**config.mk**
```make
export PLATFORM = sky130hd
export DESIGN_NAME = mem_arbiter
export DESIGN_NICKNAME = d
export VERILOG_FILES = /design/src/rtl/mem_arbiter.sv
export SDC_FILE = /design/constraint.sdc
export NUM_CORES = 1
export LEC_CHECK = 0
export ABC_AREA = 1
export CAP_MARGIN = 10
export CORE_MARGIN = 2
export CORE_UTILIZATION = 40
export DETAILED_ROUTE_END_ITERATION = 12
export HOLD_SLACK_MARGIN = 0.08
export PLACE_DENSITY = 0.83
export SLEW_MARGIN = 10
export SYNTH_ARGS = -nofsm -noshare
export SYNTH_HDL_FRONTEND = slang
export SYNTH_SLANG_ARGS = --single-unit
```
**constraint.sdc**
```tcl
create_clock -name clk -period 4.7 [get_ports clk]
set_input_delay 0.705 -clock clk [delete_from_list [all_inputs] [get_ports clk]]
set_output_delay 0.705 -clock clk [all_outputs]
set_load 0.01 [all_outputs]
```
**src/rtl/mem_arbiter.sv**
```systemverilog
// Two-requester (instruction fetch / load-store) arbiter onto a single shared
// request/address/data bus, with anti-starvation for fetches and misalignment trapping.
module mem_arbiter #(
  parameter int unsigned STARVE_LIMIT = 4
) (
  input  logic        clk,
  input  logic        resetn,
  input  logic        inst_req,
  input  logic [31:0] inst_addr,
  output logic [31:0] inst_rdata,
  output logic        inst_ok,
  input  logic        data_req,
  input  logic        data_wr,
  input  logic [1:0]  data_size,
  input  logic [31:0] data_addr,
  input  logic [31:0] data_wdata,
  output logic [31:0] data_rdata,
  output logic        data_ok,
  output logic        data_err,
  output logic        bus_req,
  output logic        bus_wr,
  output logic [31:0] bus_addr,
  output logic [3:0]  bus_wstrb,
  output logic [31:0] bus_wdata,
  input  logic        bus_addr_ok,
  input  logic        bus_data_ok,
  input  logic [31:0] bus_rdata,
  output logic        stall
);

  localparam int unsigned CW = (STARVE_LIMIT < 1) ? 1 : $clog2(STARVE_LIMIT + 1);
  localparam logic [CW-1:0] LIMIT_C = CW'(STARVE_LIMIT);

  typedef enum logic [1:0] {
    IDLE = 2'd0,
    ADDR = 2'd1,
    WAIT = 2'd2,
    ERR  = 2'd3
  } state_t;

  typedef enum logic {
    OWN_INST = 1'b0,
    OWN_DATA = 1'b1
  } owner_t;

  state_t          state_q;
  owner_t          owner_q;
  logic [CW-1:0]   starve_q;
  logic [CW-1:0]   starve_d;
  logic            inst_win_s;
  logic            data_win_s;

  logic            bus_req_q;
  logic            bus_wr_q;
  logic [31:0]     bus_addr_q;
  logic [3:0]      bus_wstrb_q;
  logic [31:0]     bus_wdata_q;
  logic [31:0]     inst_rdata_q;
  logic [31:0]     data_rdata_q;
  logic            inst_ok_q;
  logic            data_ok_q;
  logic            data_err_q;

  function automatic logic misaligned(input logic [1:0] size, input logic [1:0] a);
    logic bad;
    case (size)
      2'd0:    bad = 1'b0;
      2'd1:    bad = a[0];
      2'd2:    bad = (a != 2'd0);
      default: bad = 1'b1;
    endcase
    return bad;
  endfunction

  function automatic logic [3:0] strobes(input logic [1:0] size, input logic [1:0] a);
    logic [3:0] s;
    case (size)
      2'd0:    s = 4'b0001 << a;
      2'd1:    s = 4'b0011 << {a[1], 1'b0};
      default: s = 4'b1111;
    endcase
    return s;
  endfunction

  function automatic logic [31:0] lanes(input logic [1:0] size, input logic [31:0] w);
    logic [31:0] r;
    case (size)
      2'd0:    r = {4{w[7:0]}};
      2'd1:    r = {2{w[15:0]}};
      default: r = w;
    endcase
    return r;
  endfunction

  // Grant decision and starvation counter next state; a fetch wins once data has won LIMIT times in a row
  always_comb begin
    inst_win_s = 1'b0;
    data_win_s = 1'b0;
    if (state_q == IDLE) begin
      if (inst_req && (!data_req || (starve_q == LIMIT_C))) begin
        inst_win_s = 1'b1;
      end else if (data_req) begin
        data_win_s = 1'b1;
      end else begin
        inst_win_s = 1'b0;
      end
    end else begin
      data_win_s = 1'b0;
    end

    starve_d = starve_q;
    if (!inst_req || inst_win_s) begin
      starve_d = '0;
    end else if (data_win_s && (starve_q != LIMIT_C)) begin
      starve_d = starve_q + CW'(1);
    end else begin
      starve_d = starve_q;
    end
  end

  // Transaction FSM with all bus-facing and requester-facing outputs registered
  always_ff @(posedge clk or negedge resetn) begin
    if (!resetn) begin
      state_q      <= IDLE;
      owner_q      <= OWN_INST;
      starve_q     <= '0;
      bus_req_q    <= 1'b0;
      bus_wr_q     <= 1'b0;
      bus_addr_q   <= 32'h0000_0000;
      bus_wstrb_q  <= 4'b0000;
      bus_wdata_q  <= 32'h0000_0000;
      inst_rdata_q <= 32'h0000_0000;
      data_rdata_q <= 32'h0000_0000;
      inst_ok_q    <= 1'b0;
      data_ok_q    <= 1'b0;
      data_err_q   <= 1'b0;
    end else begin
      starve_q   <= starve_d;
      inst_ok_q  <= 1'b0;
      data_ok_q  <= 1'b0;
      data_err_q <= 1'b0;
      case (state_q)
        IDLE: begin
          if (data_win_s) begin
            owner_q <= OWN_DATA;
            if (misaligned(data_size, data_addr[1:0])) begin
              // Bad access is answered locally; the bus never sees it
              state_q    <= ERR;
              data_ok_q  <= 1'b1;
              data_err_q <= 1'b1;
            end else begin
              state_q     <= ADDR;
              bus_req_q   <= 1'b1;
              bus_wr_q    <= data_wr;
              bus_addr_q  <= data_addr;
              bus_wstrb_q <= data_wr ? strobes(data_size, data_addr[1:0]) : 4'b0000;
              bus_wdata_q <= lanes(data_size, data_wdata);
            end
          end else if (inst_win_s) begin
            owner_q     <= OWN_INST;
            state_q     <= ADDR;
            bus_req_q   <= 1'b1;
            bus_wr_q    <= 1'b0;
            bus_addr_q  <= inst_addr;
            bus_wstrb_q <= 4'b0000;
            bus_wdata_q <= 32'h0000_0000;
          end else begin
            state_q <= IDLE;
          end
        end
        ADDR: begin
          if (bus_addr_ok) begin
            state_q   <= WAIT;
            bus_req_q <= 1'b0;
          end else begin
            state_q <= ADDR;
          end
        end
        WAIT: begin
          if (bus_data_ok) begin
            state_q <= IDLE;
            if (owner_q == OWN_DATA) begin
              data_rdata_q <= bus_rdata;
              data_ok_q    <= 1'b1;
            end else begin
              inst_rdata_q <= bus_rdata;
              inst_ok_q    <= 1'b1;
            end
          end else begin
            state_q <= WAIT;
          end
        end
        ERR: begin
          state_q <= IDLE;
        end
        default: begin
          state_q   <= IDLE;
          bus_req_q <= 1'b0;
        end
      endcase
    end
  end

  assign bus_req    = bus_req_q;
  assign bus_wr     = bus_wr_q;
  assign bus_addr   = bus_addr_q;
  assign bus_wstrb  = bus_wstrb_q;
  assign bus_wdata  = bus_wdata_q;
  assign inst_rdata = inst_rdata_q;
  assign inst_ok    = inst_ok_q;
  assign data_rdata = data_rdata_q;
  assign data_ok    = data_ok_q;
  assign data_err   = data_err_q;

  // Held low while in reset so every output reads zero during reset
  assign stall = resetn & ((inst_req & ~inst_ok_q) | (data_req & ~data_ok_q));

endmodule

```
==> PnR_summary.wiki <==
{| class="wikitable"
! Metric !! Value
|-
| Sequential share of the synthesized area || 0.544
|-
| TritonCTS Sinks || around 140
|-
| Worst path most repeated cell || nand2_1
|-
| Final worst path period need || 3100 ps
|-
| Clock tree from TritonCTS || yes
|-
| Num CTS Buffers || 17
|-
| Layout overhead on the synthesized area || 52.7%
|-
| Number of library cell types mapped by synthesis || 26
|-
| # resized after CTS || 0
|-
| GR Overflow Total || 0
|-
| Ratio of final minimum period to clock period || 0.661
|-
| Delay-heaviest family, CP || simple AND/OR/NAND/NOR gates
|-
| Worst setup EP type || register
|-
| Site row count || 46
|-
| Result of the run || finished, final reports clean
|-
| Placed Cells || between 1000 and 1500
|-
| Worst-Margin Slew || 1060 ps
|-
| Core ar. || 16000 um2
|-
| Starting density of the core || 0.411
|-
| Synth Register Bits || approximately 140
|-
| Number of buffers inserted to repair setup after CTS || 0
|-
| Number of I/O port buffers || roughly 270
|-
| Highest ir drop seen on vdd || 379 uV
|-
| Routed Antenna Nets || 0
|-
| Crit path cell chain || clkdlybuf4s50_1, buf_4, inv_2, nand2_1, nand2_1, inv_1, nand2_2, nand2_4, nand2_1, nand2_1
|-
| Ports || between 200 and 300
|-
| Die Area || roughly 17000 um2
|-
| Setup violations, final || 0
|-
| Fin cells || 1321
|-
| Number of levels the H-tree was split into || 4
|-
| Total Nets Final || about 1200
|-
| Number of max-cap violations || 0
|-
| Crit path depth || 10
|-
| HPWL after detailed placement || 13600 um
|-
| Hold Path Class || primary input to async pin
|-
| Largest buffer count on any clock path || 2
|-
| Clock root buffer || clkbuf_16
|-
| Power Dens Cells || 602 nW/um2
|-
| CP required || 4990 ps
|-
| Total DRC errors in the routed layout || 0
|-
| Synthesis Warnings || 0
|-
| Clock latency on the worst-skew pair || 420 ps
|-
| Drt wl/cell || 15.0 um
|-
| Syn nets || between 900 and 1000
|-
| Leakage power || 5.04 nW
|-
| Via total after detailed routing || 6387
|-
| Fmax || 322 MHz
|-
| Hold violation count in the final report || 0
|-
| Post-synthesis area per instance || 7.83 um2
|-
| GPL Wtd Cong || 0.869
|-
| Fraction of layout cells with a size suffix above 1 || 0.0489
|-
| Cell with the biggest individual delay on the critical path || nand2_4
|-
| Setup TNS || 0 ps
|-
| First-pass GRT wire length || 31900 um
|-
| Via density per instance || 4.83
|-
| CP Data Arrival Time || 3400 ps
|-
| Kind of start point of the critical path || primary input
|-
| Hold bufs inserted after CTS || 0
|-
| Number of max-slew violations in the final report || 0
|-
| RSZ-0062 raised after global routing || false
|-
| Overall track demand over capacity in global routing || 0.228
|-
| Slew Limit Headroom || 0.290
|-
| Largest stage delay, worst path || 570 ps
|-
| Count of TritonRoute iterations in the first routing pass || 5
|-
| Die span in y || 132 um
|-
| Detailed-route wire length || 19800 um
|-
| Die span in x || 132 um
|-
| Setup clock skew after layout || 11.0 ps
|-
| Initial antenna violation count || 1
|-
| Worst-case reg-to-reg path depth || 9
|-
| Category of the most critical setup path || primary input to register
|-
| Buffers plus inverters on the worst setup path || 4
|-
| Cell count after synthesis || 840
|-
| Via count of the first global-routing pass || 6244
|-
| Area of the mapped netlist || 6580 um2
|-
| DR iter-0 viols || 414
|-
| Largest net degree at the start of global routing || 78
|-
| Critical path fanouts, max || 70
|-
| Clock-pin slew on the worst setup and hold paths || 60 ps
|}
-- state kept, by name, summed over array words and instances (netlist names) --
signal / cells
bus_addr: 32
bus_wdata: 32
data_rdata: 32
inst_rdata: 32
bus_wstrb: 4
starve_q: 3
state_q: 2
bus_req: 1
bus_wr: 1
data_err: 1
data_ok: 1
inst_ok: 1
owner_q: 1
-- placed cells by master, fill, tap and decap left out, types with 2 or more instances in the layout --
master and n:
a21boi_0 2, buf_4 3, bufinv_16 5, clkbuf_16 17
clkdlybuf4s50_1 273, clkinv_2 2, clkinv_4 4, dfrtp_1 143
ha_1 2, inv_1 65, inv_2 4, nand2_1 360
nand2_2 7, nand3_1 86, nand4_1 2, nor2_1 34
nor2_4 3, o21ai_0 76
-- worst reg2reg max path: cells and delay by family, from the launching register on --
| kind | cells | cell delay, ps |
|---|---|---|
| adders and majority gates | 1 | 190 |
| DFF | 1 | 390 |
| AOI/OAI and AO/OA | 1 | 500 |
| and+or+nand+nor | 6 | 1670 |
| buffers and inverters | 1 | 60 |
-- worst paths after layout --
check	startpoint	endpoint	slack, ps
max in group asynchronous	resetn	bus_addr[5]	2970
min	resetn	data_rdata[25]	270
min reg2reg	bus_wdata[11]	bus_wdata[11]	470
min in group clk	bus_wdata[11]	bus_wdata[11]	470
max reg2reg	starve_q[0]	bus_addr[16]	1830
max	data_size[1]	bus_wdata[24]	1600
-- layer usage --
layer | vias up | GRT usage | wire length (um)
met4 | 0 | 0.0765 | 316
met2 | 284 | 0.372 | 9420
met5 | - | 0 | 0
met1 | 2960 | 0.282 | 8150
met3 | 28 | 0.0827 | 1890
li1 | 3115 | - | -
-- cell families after synthesis --
family / Yosys count / share of synthesized area
xor+xnor: 1 / 0.00133
buf+inv: 115 / 0.0776
simple gates: 496 / 0.308
flops: 143 / 0.544
fa+ha+maj: 2 / 0.00380
compound gates: 83 / 0.0658
-- report_power, final --
part / leakage, nW / internal (mW) / total, mW / switching [mW]
sequential: 1.84 / 1.76 / 2.07 / 0.312
combinational: 2.89 / 1.26 / 2.50 / 1.24
clock: 0.318 / 0.959 / 1.49 / 0.528
total: 5.04 / 3.97 / 6.05 / 2.08
-- Yosys cell counts --
library cell | number | share of area
buf_6 | 3 | 0.0051
nor2_2 | 1 | 0.00095
a21boi_0 | 2 | 0.0023
buf_4 | 9 | 0.010
o31ai_1 | 1 | 0.0011
buf_1 | 2 | 0.0011
xor2_1 | 1 | 0.0013
nor2_1 | 34 | 0.019
ha_1 | 2 | 0.0038
o21ai_0 | 76 | 0.058
nand2_1 | 361 | 0.21
nand3_1 | 87 | 0.066
nand4_1 | 2 | 0.0019
o211ai_1 | 1 | 0.0011
clkbuf_1 | 14 | 0.0080
inv_2 | 4 | 0.0023
o22ai_1 | 1 | 0.00095
inv_1 | 65 | 0.037
a21oi_2 | 1 | 0.0013
dfrtp_1 | 143 | 0.54
nand2_2 | 6 | 0.0057
buf_2 | 18 | 0.014
and2_1 | 1 | 0.00095
a211oi_1 | 1 | 0.0011
nand2_4 | 1 | 0.0017
nor2_4 | 3 | 0.0051
-- cell type report --
cell class / instances / area [um2]
fillers: 1360 / 5950
flip-flops and latches: 143 / 3580
repair buffers: 278 / 2790
multi-input cells: 582 / 2500
clock buffers: 19 / 443
well taps: 216 / 270
inverters: 69 / 259
clock inverters: 13 / 211
diodes: 1 / 2.50
-- metrics by stage --
| stage | util | hold slack (ps) | setup slack (ps) | power, mW | cell area, um2 |
|---|---|---|---|---|---|
| floorplan | - | 409 | 2960 | 3.18 | 6580 |
| global placement | 0.586 | 453 | 1300 | 4.51 | 9370 |
| detailed placement | 0.586 | 458 | 1230 | 4.58 | 9370 |
| CTS | 0.627 | 295 | 1630 | 6.11 | 10000 |
| global route | 0.628 | 315 | 1320 | 6.44 | 10100 |
| finish | 0.628 | 268 | 1600 | 6.05 | 10100 |
Power figures use the tool's default switching activity.
